==> config.mk <==
export PLATFORM = sky130hd
export DESIGN_NAME = downcount_timer
export DESIGN_NICKNAME = d
export VERILOG_FILES = /design/src/rtl/downcount_timer.sv
export SDC_FILE = /design/constraint.sdc
export NUM_CORES = 1
export LEC_CHECK = 0
export BUFFER_PORTS_ARGS = -buffer_cell sky130_fd_sc_hd__buf_2
export CAP_MARGIN = 20
export CORE_UTILIZATION = 52
export CTS_BUF_LIST = sky130_fd_sc_hd__clkbuf_8
export CTS_CLUSTER_DIAMETER = 50
export DETAILED_ROUTE_END_ITERATION = 10
export GPL_TIMING_DRIVEN = 1
export PLACE_DENSITY = 0.77
export REMOVE_ABC_BUFFERS = 1
export SYNTH_ARGS = -nofsm -noshare
export SYNTH_HDL_FRONTEND = slang
export SYNTH_SLANG_ARGS = --single-unit
==> constraint.sdc <==
create_clock -name Clock -period 2.3 [get_ports Clock]
set_input_delay 0.23 -clock Clock [delete_from_list [all_inputs] [get_ports Clock]]
set_output_delay 0.23 -clock Clock [all_outputs]
set_load 0.02 [all_outputs]
==> src/rtl/downcount_timer.sv <==
// ----------------------------------------------------------------------------
// downcount_timer
//
// Purpose:
//   Loadable N-bit down-counter / interval timer. A load captures R into both
//   the count and an internal reload register. While running, each enabled
//   step decrements the count. When the count reaches its terminal step
//   (Q == 1), TC is pulsed for one cycle. The timer then either reloads from
//   the saved value (auto-reload) or parks at zero in DONE (one-shot).
//
// Configuration:
//   DOWNCOUNT_PRESCALE_EN  When defined, an internal prescaler limits steps
//                          to one per PRESCALE enabled RUN cycles. When
//                          undefined, every enabled RUN cycle is a step and
//                          PRESCALE has no effect.
//
// Parameters:
//   N         counter width in bits (>= 2)
//   PRESCALE  enabled cycles per step when the prescaler is built (>= 2)
//
// Ports:
//   Clock   in   1  rising-edge clock
//   Resetn  in   1  asynchronous, active-low reset
//   R       in   N  load value
//   L       in   1  load strobe (Q <= R, reload <= R); overrides E
//   E       in   1  count enable
//   Auto    in   1  1 = auto-reload, 0 = one-shot; sampled at each terminal step
//   Q       out  N  current count (registered)
//   TC      out  1  one-cycle terminal-count pulse (registered)
//   Busy    out  1  state == RUN
//   Done    out  1  state == DONE (one-shot finished)
// ----------------------------------------------------------------------------
module downcount_timer #(
    parameter int unsigned N        = 4,
    parameter int unsigned PRESCALE = 4
) (
    input  logic         Clock,
    input  logic         Resetn,
    input  logic [N-1:0] R,
    input  logic         L,
    input  logic         E,
    input  logic         Auto,
    output logic [N-1:0] Q,
    output logic         TC,
    output logic         Busy,
    output logic         Done
);

    // Elaboration-time parameter sanity check.
    if (N < 2 || PRESCALE < 2) begin : g_param_check
        $error("downcount_timer: N and PRESCALE must both be >= 2");
    end

    localparam logic [N-1:0] CNT_ONE = N'(1);

    typedef enum logic [1:0] {
        S_IDLE = 2'd0,
        S_RUN  = 2'd1,
        S_DONE = 2'd2
    } state_t;

    state_t       r_state;
    state_t       w_next_state;
    logic [N-1:0] r_q;
    logic [N-1:0] r_reload;
    logic         r_tc;

    logic         w_run_en;   // enabled cycle while running
    logic         w_tick;     // this enabled cycle is a step
    logic         w_term;     // terminal step: Q == 1 on a step
    logic         w_dec;      // ordinary decrement: Q > 1 on a step
    logic         w_load_run; // load of a non-zero value

    always_comb begin
        w_run_en   = (r_state == S_RUN) && E;
        w_load_run = (R != '0);
    end

`ifdef DOWNCOUNT_PRESCALE_EN
    localparam int unsigned  PW       = (PRESCALE > 1) ? $clog2(PRESCALE) : 1;
    localparam logic [PW-1:0] PRE_LAST = PW'(PRESCALE - 1);

    logic [PW-1:0] r_pre;

    // Advances only on enabled RUN cycles; a load restarts the interval.
    always_ff @(posedge Clock or negedge Resetn) begin
        if (!Resetn) begin
            r_pre <= '0;
        end else if (L) begin
            r_pre <= '0;
        end else if (w_run_en) begin
            if (r_pre == PRE_LAST) begin
                r_pre <= '0;
            end else begin
                r_pre <= r_pre + PW'(1);
            end
        end
    end

    always_comb begin
        w_tick = w_run_en && (r_pre == PRE_LAST);
    end
`else
    always_comb begin
        w_tick = w_run_en;
    end
`endif

    // Q == 0 while in RUN is unreachable (a zero load goes to IDLE), but a
    // step from 0 is still excluded so the count can never wrap.
    always_comb begin
        w_term = w_tick && (r_q == CNT_ONE);
        w_dec  = w_tick && (r_q > CNT_ONE);
    end

    // ------------------------------------------------------------------
    // FSM: state register
    // ------------------------------------------------------------------
    always_ff @(posedge Clock or negedge Resetn) begin
        if (!Resetn) begin
            r_state <= S_IDLE;
        end else begin
            r_state <= w_next_state;
        end
    end

    // ------------------------------------------------------------------
    // FSM: next-state logic (load outranks everything, in every state)
    // ------------------------------------------------------------------
    always_comb begin
        w_next_state = r_state;
        if (L) begin
            w_next_state = w_load_run ? S_RUN : S_IDLE;
        end else begin
            unique case (r_state)
                S_IDLE: w_next_state = S_IDLE;
                S_RUN: begin
                    if (w_term && !Auto) begin
                        w_next_state = S_DONE;
                    end
                end
                S_DONE:  w_next_state = S_DONE;
                default: w_next_state = S_IDLE;
            endcase
        end
    end

    // ------------------------------------------------------------------
    // FSM: output decode (registered state only, no input paths)
    // ------------------------------------------------------------------
    always_comb begin
        Busy = (r_state == S_RUN);
        Done = (r_state == S_DONE);
        Q    = r_q;
        TC   = r_tc;
    end

    // ------------------------------------------------------------------
    // Datapath: count, reload value and terminal-count pulse
    // ------------------------------------------------------------------
    always_ff @(posedge Clock or negedge Resetn) begin
        if (!Resetn) begin
            r_q      <= '0;
            r_reload <= '0;
            r_tc     <= 1'b0;
        end else if (L) begin
            r_q      <= R;
            r_reload <= R;
            r_tc     <= 1'b0;
        end else begin
            r_tc <= 1'b0;
            if (w_term) begin
                r_tc <= 1'b1;
                r_q  <= Auto ? r_reload : '0;
            end else if (w_dec) begin
                r_q <= r_q - CNT_ONE;
            end
        end
    end

endmodule

=== Word-level counts from Yosys, hierarchy flattened ===
Cells that the tools add are included.

* Output and inout port bits: 7
* Memories kept: 0
* Register bits after elaboration: 11
* Word-level logic and storage cells: 27
* Bits in latches: 0
* ROM bits: 0
* Input port bits: 9
* Memory bits (writable): 0

* Muxes and demuxes: 10
* $add $sub $neg: 1
* Shift-type cells: 0
* Magnitude comparators: 1
* Equal/unequal tests: 4
* Reduce and logical (&&, ||, !) cells: 7
* Div/mod/pow operators: 0
* Multipliers: 0
* Bitwise logic cells: 0

{| class="wikitable"
|+ Operators with widths
! kind !! count
|-
| 4-bit 2-to-1 mux || 4
|-
| 4-bit by 1-bit == test with 1-bit output (second input constant) || 1
|-
| 4-bit by 1-bit > comparator with 1-bit output (second input constant) || 1
|-
| 1-bit logical AND || 4
|-
| 2-bit 2-to-1 mux || 2
|-
| 2-bit case mux with 2 select lines || 1
|-
| 4-bit nonzero test || 1
|-
| 4-bit by 1-bit subtractor with 4-bit output (second input constant) || 1
|-
| 1-bit 2-to-1 mux || 3
|-
| 3-bit by 2-bit inequality test with 1-bit output (second input constant) || 1
|-
| 3-bit nonzero test || 1
|-
| 2-bit by 1-bit == test with 1-bit output (second input constant) || 1
|-
| 2-bit == test (second input constant) || 1
|-
| 1-bit zero test || 1
|}

=== Longest topological paths before layout ===
* Depth after elaboration: 7
* Depth in mapped cells: 7
* Gate-level depth less buffers: 6

=== Worst setup path before layout ===
OpenSTA, ideal clock, no wires.

* Path kind: register to register
* Start: register r_q[1], in the netlist Q[1]
* End: register r_q[2], in the netlist Q[2]
* Path slack: 564 ps
* Period minus slack after synthesis: 1,736 ps
* Path buffers: 1
* Data required time: 2,173 ps
* Arrival time: 1,609 ps
* Library setup time: 127 ps
* Stages on the path, launching flop included: 8
* Cell sequence: dfrtp_1 inv_1 ha_1 or3b_1 buf_6 a211o_1 o211ai_1 a21oi_1

* Cells in the longest elaborated chain, start to end: 4
* Elaborated cells between the ends (all ways): 9
* Classes of those cells: 1 x add/sub; 1 x order compare; 1 x eq/ne; 3 x mux; 3 x reduce/logical

{| class="wikitable"
|+ Ends and longest elaborated chain
! item !! RTL line !! RTL
|-
| from (decl) || 64 || <nowiki>logic [N-1:0] r_q;</nowiki>
|-
| from (signal assigned) || 174 || <nowiki>r_q <= Auto ? r_reload : '0;</nowiki>
|-
| from (signal assigned) || 176 || <nowiki>r_q <= r_q - CNT_ONE;</nowiki>
|-
| 4-bit by 1-bit subtractor with 4-bit output / 4-bit by 1-bit == test with 1-bit output (equally long branches) || 176, 112 ||
|-
| 4-bit 2-to-1 mux / 1-bit logical AND (equally long branches) || 175, 112 ||
|-
| 4-bit 2-to-1 mux || 172 || <nowiki>if (w_term) begin</nowiki>
|-
| 4-bit 2-to-1 mux || 166 || <nowiki>end else if (L) begin</nowiki>
|}

Parallel ways exist; a longest one is shown, timed or not. The select of a mux whose other input is x is not followed.
A chain may end at the register's enable or synchronous reset.

=== Final worst setup path ===
Same ends and word-level chain as after synthesis.

==> results.sh <==
export IMPL_cts_buffer_depth=2
export IMPL_ys_seq_area_share_pct=39.6
export IMPL_hp_class="in2reg"
export IMPL_critical_path_top_delay_family="simple AND/OR/NAND/NOR gates"
export IMPL_holdWs_ns=0.238
export IMPL_grt_max_degree=21
export IMPL_drt_iter0_markers=16
export IMPL_finalSetupTns_ns=0
export IMPL_holdPathStages=3
export IMPL_synth_simple_area_share_pct=17.1
export IMPL_crit_required_ns=2.41
export IMPL_drtPass1Iterations=4
export IMPL_pre_cts_slack_ns=0.480
export IMPL_cp_max_fo=6
export IMPL_drc_errors=0
export IMPL_via_count=571
export IMPL_fp_coreArea_mm2=0.00117
export IMPL_syn_mean_instance_area_um2=9.94
export IMPL_die_x_um=38.6
export IMPL_placementRows=12
export IMPL_die_h_um=38.6
export IMPL_antenna_found_initial=0
export IMPL_synth_top_family_by_area="compound AO/OA/AOI/OAI gates"
export IMPL_worst_path_stages=6
export IMPL_tightest_slew_ns=0.371
export IMPL_slowest_stage="or3b_1"
export IMPL_syn2layout_area_growth_pct=16.9
export IMPL_via_per_inst=5.71
export IMPL_path_cells="inv_1 > ha_1 > or3b_1 > a211o_1 > o211ai_1 > a21oi_1"
export IMPL_synth_top_area_cell="dfrtp_1"
export IMPL_fin_cells=100
export IMPL_fin_crit_ns=1.85
export IMPL_end_kind="flop"
export IMPL_fin_worst_skew_ns=0.00168
export IMPL_synth_mux_area_share_pct=1.62
export IMPL_gp_congestion=0.782
export IMPL_fin_ws_ns=0.447
export IMPL_path_buf_inv=1
export IMPL_p_leak_uw=0.000386
export IMPL_critPathLaunchType="flop"
export IMPL_path_class="reg2reg"
export IMPL_rrSetupSlack_ns=0.45
export IMPL_period_share_pct=80.6
export IMPL_rsz0062_at_grt="no"
export IMPL_yosysWarningCount=0
export IMPL_reg2regPathDepth=6
export IMPL_yosysTopAreaCellShare_pct=39.6
export IMPL_ys_seq_elements=11
export IMPL_final_hold_violation_count=0
export IMPL_outcome="finished, final reports clean"
export IMPL_avgRoutedWirePerCell_um=14.1
export IMPL_cts_buffers=3
export IMPL_cts_sinks=11
export IMPL_synthArstFlopShare_pct=100
export IMPL_hpwl_um=1070
export IMPL_yosys_top_cells_area="dfrtp_1, ha_1, inv_1, buf_6, o31ai_4"
export IMPL_cp_data_arrival_time_ns=1.97
export IMPL_irDropWorstVdd_uv=432
export IMPL_worst_setup_hold_path_clk_slew_ns=0.05
export IMPL_grt_pass1_wl_um=2310
export IMPL_ys_flop_type="dfrtp_1"
export IMPL_synth_commonest_cells="dfrtp_1, inv_1, nand2_1"
export IMPL_synth_edff_count=0
export IMPL_cts_root_buf="clkbuf_8"
export IMPL_nets=100
export IMPL_syn_area_um2=696
export IMPL_synth_compound_area_share_pct=25.2
export IMPL_cts_tree="done"
export IMPL_n_antenna_cell=0
export IMPL_drv_cap=0
export IMPL_drt_total_wl_um=1410
export IMPL_portBuffers=15
export IMPL_clk_latency_ns=0.24
export IMPL_grt_use_total_pct=23.4
export IMPL_die_area_mm2=0.00149
export IMPL_slowest_delay_ns=0.50
export IMPL_setup_viol=0
export IMPL_slew_violations=0
export IMPL_antenna_left=0
export IMPL_maxSlewHeadroom_pct=75.2
export IMPL_overflow=0
export IMPL_start_util_pct=59.4
export IMPL_syn_inst=70
export IMPL_synth_xor_area_share_pct=1.26
export IMPL_ctsHtreeMaxLevel=1
export IMPL_synth_distinct_cells=33
export IMPL_io_pins=16
export IMPL_fillers=96
export IMPL_placedCellCount=95
export IMPL_grt_pass1_vias=537
export IMPL_power_density_mw_per_mm2=733
export IMPL_max_freq_ghz=0.540
export IMPL_drive_gt1_share_pct=27.9
export IMPL_yosys_area_share_adder_pct=7.19
export IMPL_yosysMostFrequentCell="dfrtp_1"
[registers in the layout, summed over array words and instances (netlist names)]
signal / count
Q: 4
r_reload: 4
TC: 1
r_state: 2
[per-stage QoR]
step           instance area (um^2)  util (%)  total power [uW]
2_1_floorplan                   666         -               354
3_3_place_gp                    758      64.7               402
3_5_place_dp                    758      64.7               410
4_1_cts                         813      69.4               600
5_1_grt                         813      69.4               631
6_report                        813      69.4               596
[kinds of logic (layout without fill, tap and decap cells)]
| family | Yosys count | count (layout) |
|---|---|---|
| AO/OA/AOI/OAI | 21 | 21 |
| AND/OR/NAND/NOR | 21 | 21 |
| flip-flops | 11 | 11 |
| buffers and inverters | 11 | 27 |
| adder cells (fa/ha/maj) | 4 | 4 |
| XOR/XNOR | 1 | 1 |
| multiplexers | 1 | 1 |
[worst paths after layout]
| path | startpoint | to |
|---|---|---|
| setup / recovery | Q[1] | Q[2] |
| min in group asynchronous | Resetn | r_state[0] |
| max in group asynchronous | Resetn | Q[2] |
| hold / removal | R[3] | r_state[0] |
| hold reg to reg | r_reload[2] | r_reload[2] |
| setup reg to reg | Q[1] | Q[2] |
[layer usage]
layer / wire length (um) / vias up / global-route usage [%]
met1: 639 / 273 / 32.7
li1: - / 283 / -
met2: 708 / 13 / 35.8
met5: 0 / - / 0
met3: 47 / 2 / 5.20
met4: 16 / 0 / 7.76
[cell usage in the layout, fill, tap and decap left out, types with 2 or more instances in the layout]
cell type / n
ha_1: 4
dfrtp_1: 11
buf_2: 15
a21oi_1: 4
nor3_1: 2
a211o_1: 2
o21ai_0: 4
clkbuf_8: 3
o31ai_1: 2
nand2_1: 5
inv_1: 8
o21bai_1: 2
nor2_1: 4
[final cells by class]
cell class                      instances  area (um^2)  share of cell area, %
Clock buffer                            3         41.3                   5.08
Tap cell                               14         17.5                   2.15
Multi-Input combinational cell         48          364                   44.8
Clock inverter                          1         3.75                  0.462
Timing Repair Buffer                   16         85.1                   10.5
Inverter                                7         26.3                   3.23
Sequential cell                        11          275                   33.8
[report_power, final]
group          total (uW)  internal, uW  leakage [uW]  switching (uW)
Combinational         168          68.7      0.000225            99.2
Sequential            240           216      0.000134            24.1
Clock                 188           117     0.0000269            71.1
[worst register-to-register path: cells and delay by family (launching register included)]
family | cells | cell delay, ns
AOI/OAI and AO/OA | 3 | 0.47
adders and majority gates | 1 | 0.23
and+or+nand+nor | 1 | 0.51
buffers and inverters | 1 | 0.11
DFF | 1 | 0.42
[what timing repair did]
action,4_1_cts,5_1_grt
hold buffers,1,0
gates resized for setup,0,0
setup buffers,0,0
hold endpoints to repair,11,0
Power figures use the tool's default switching activity.
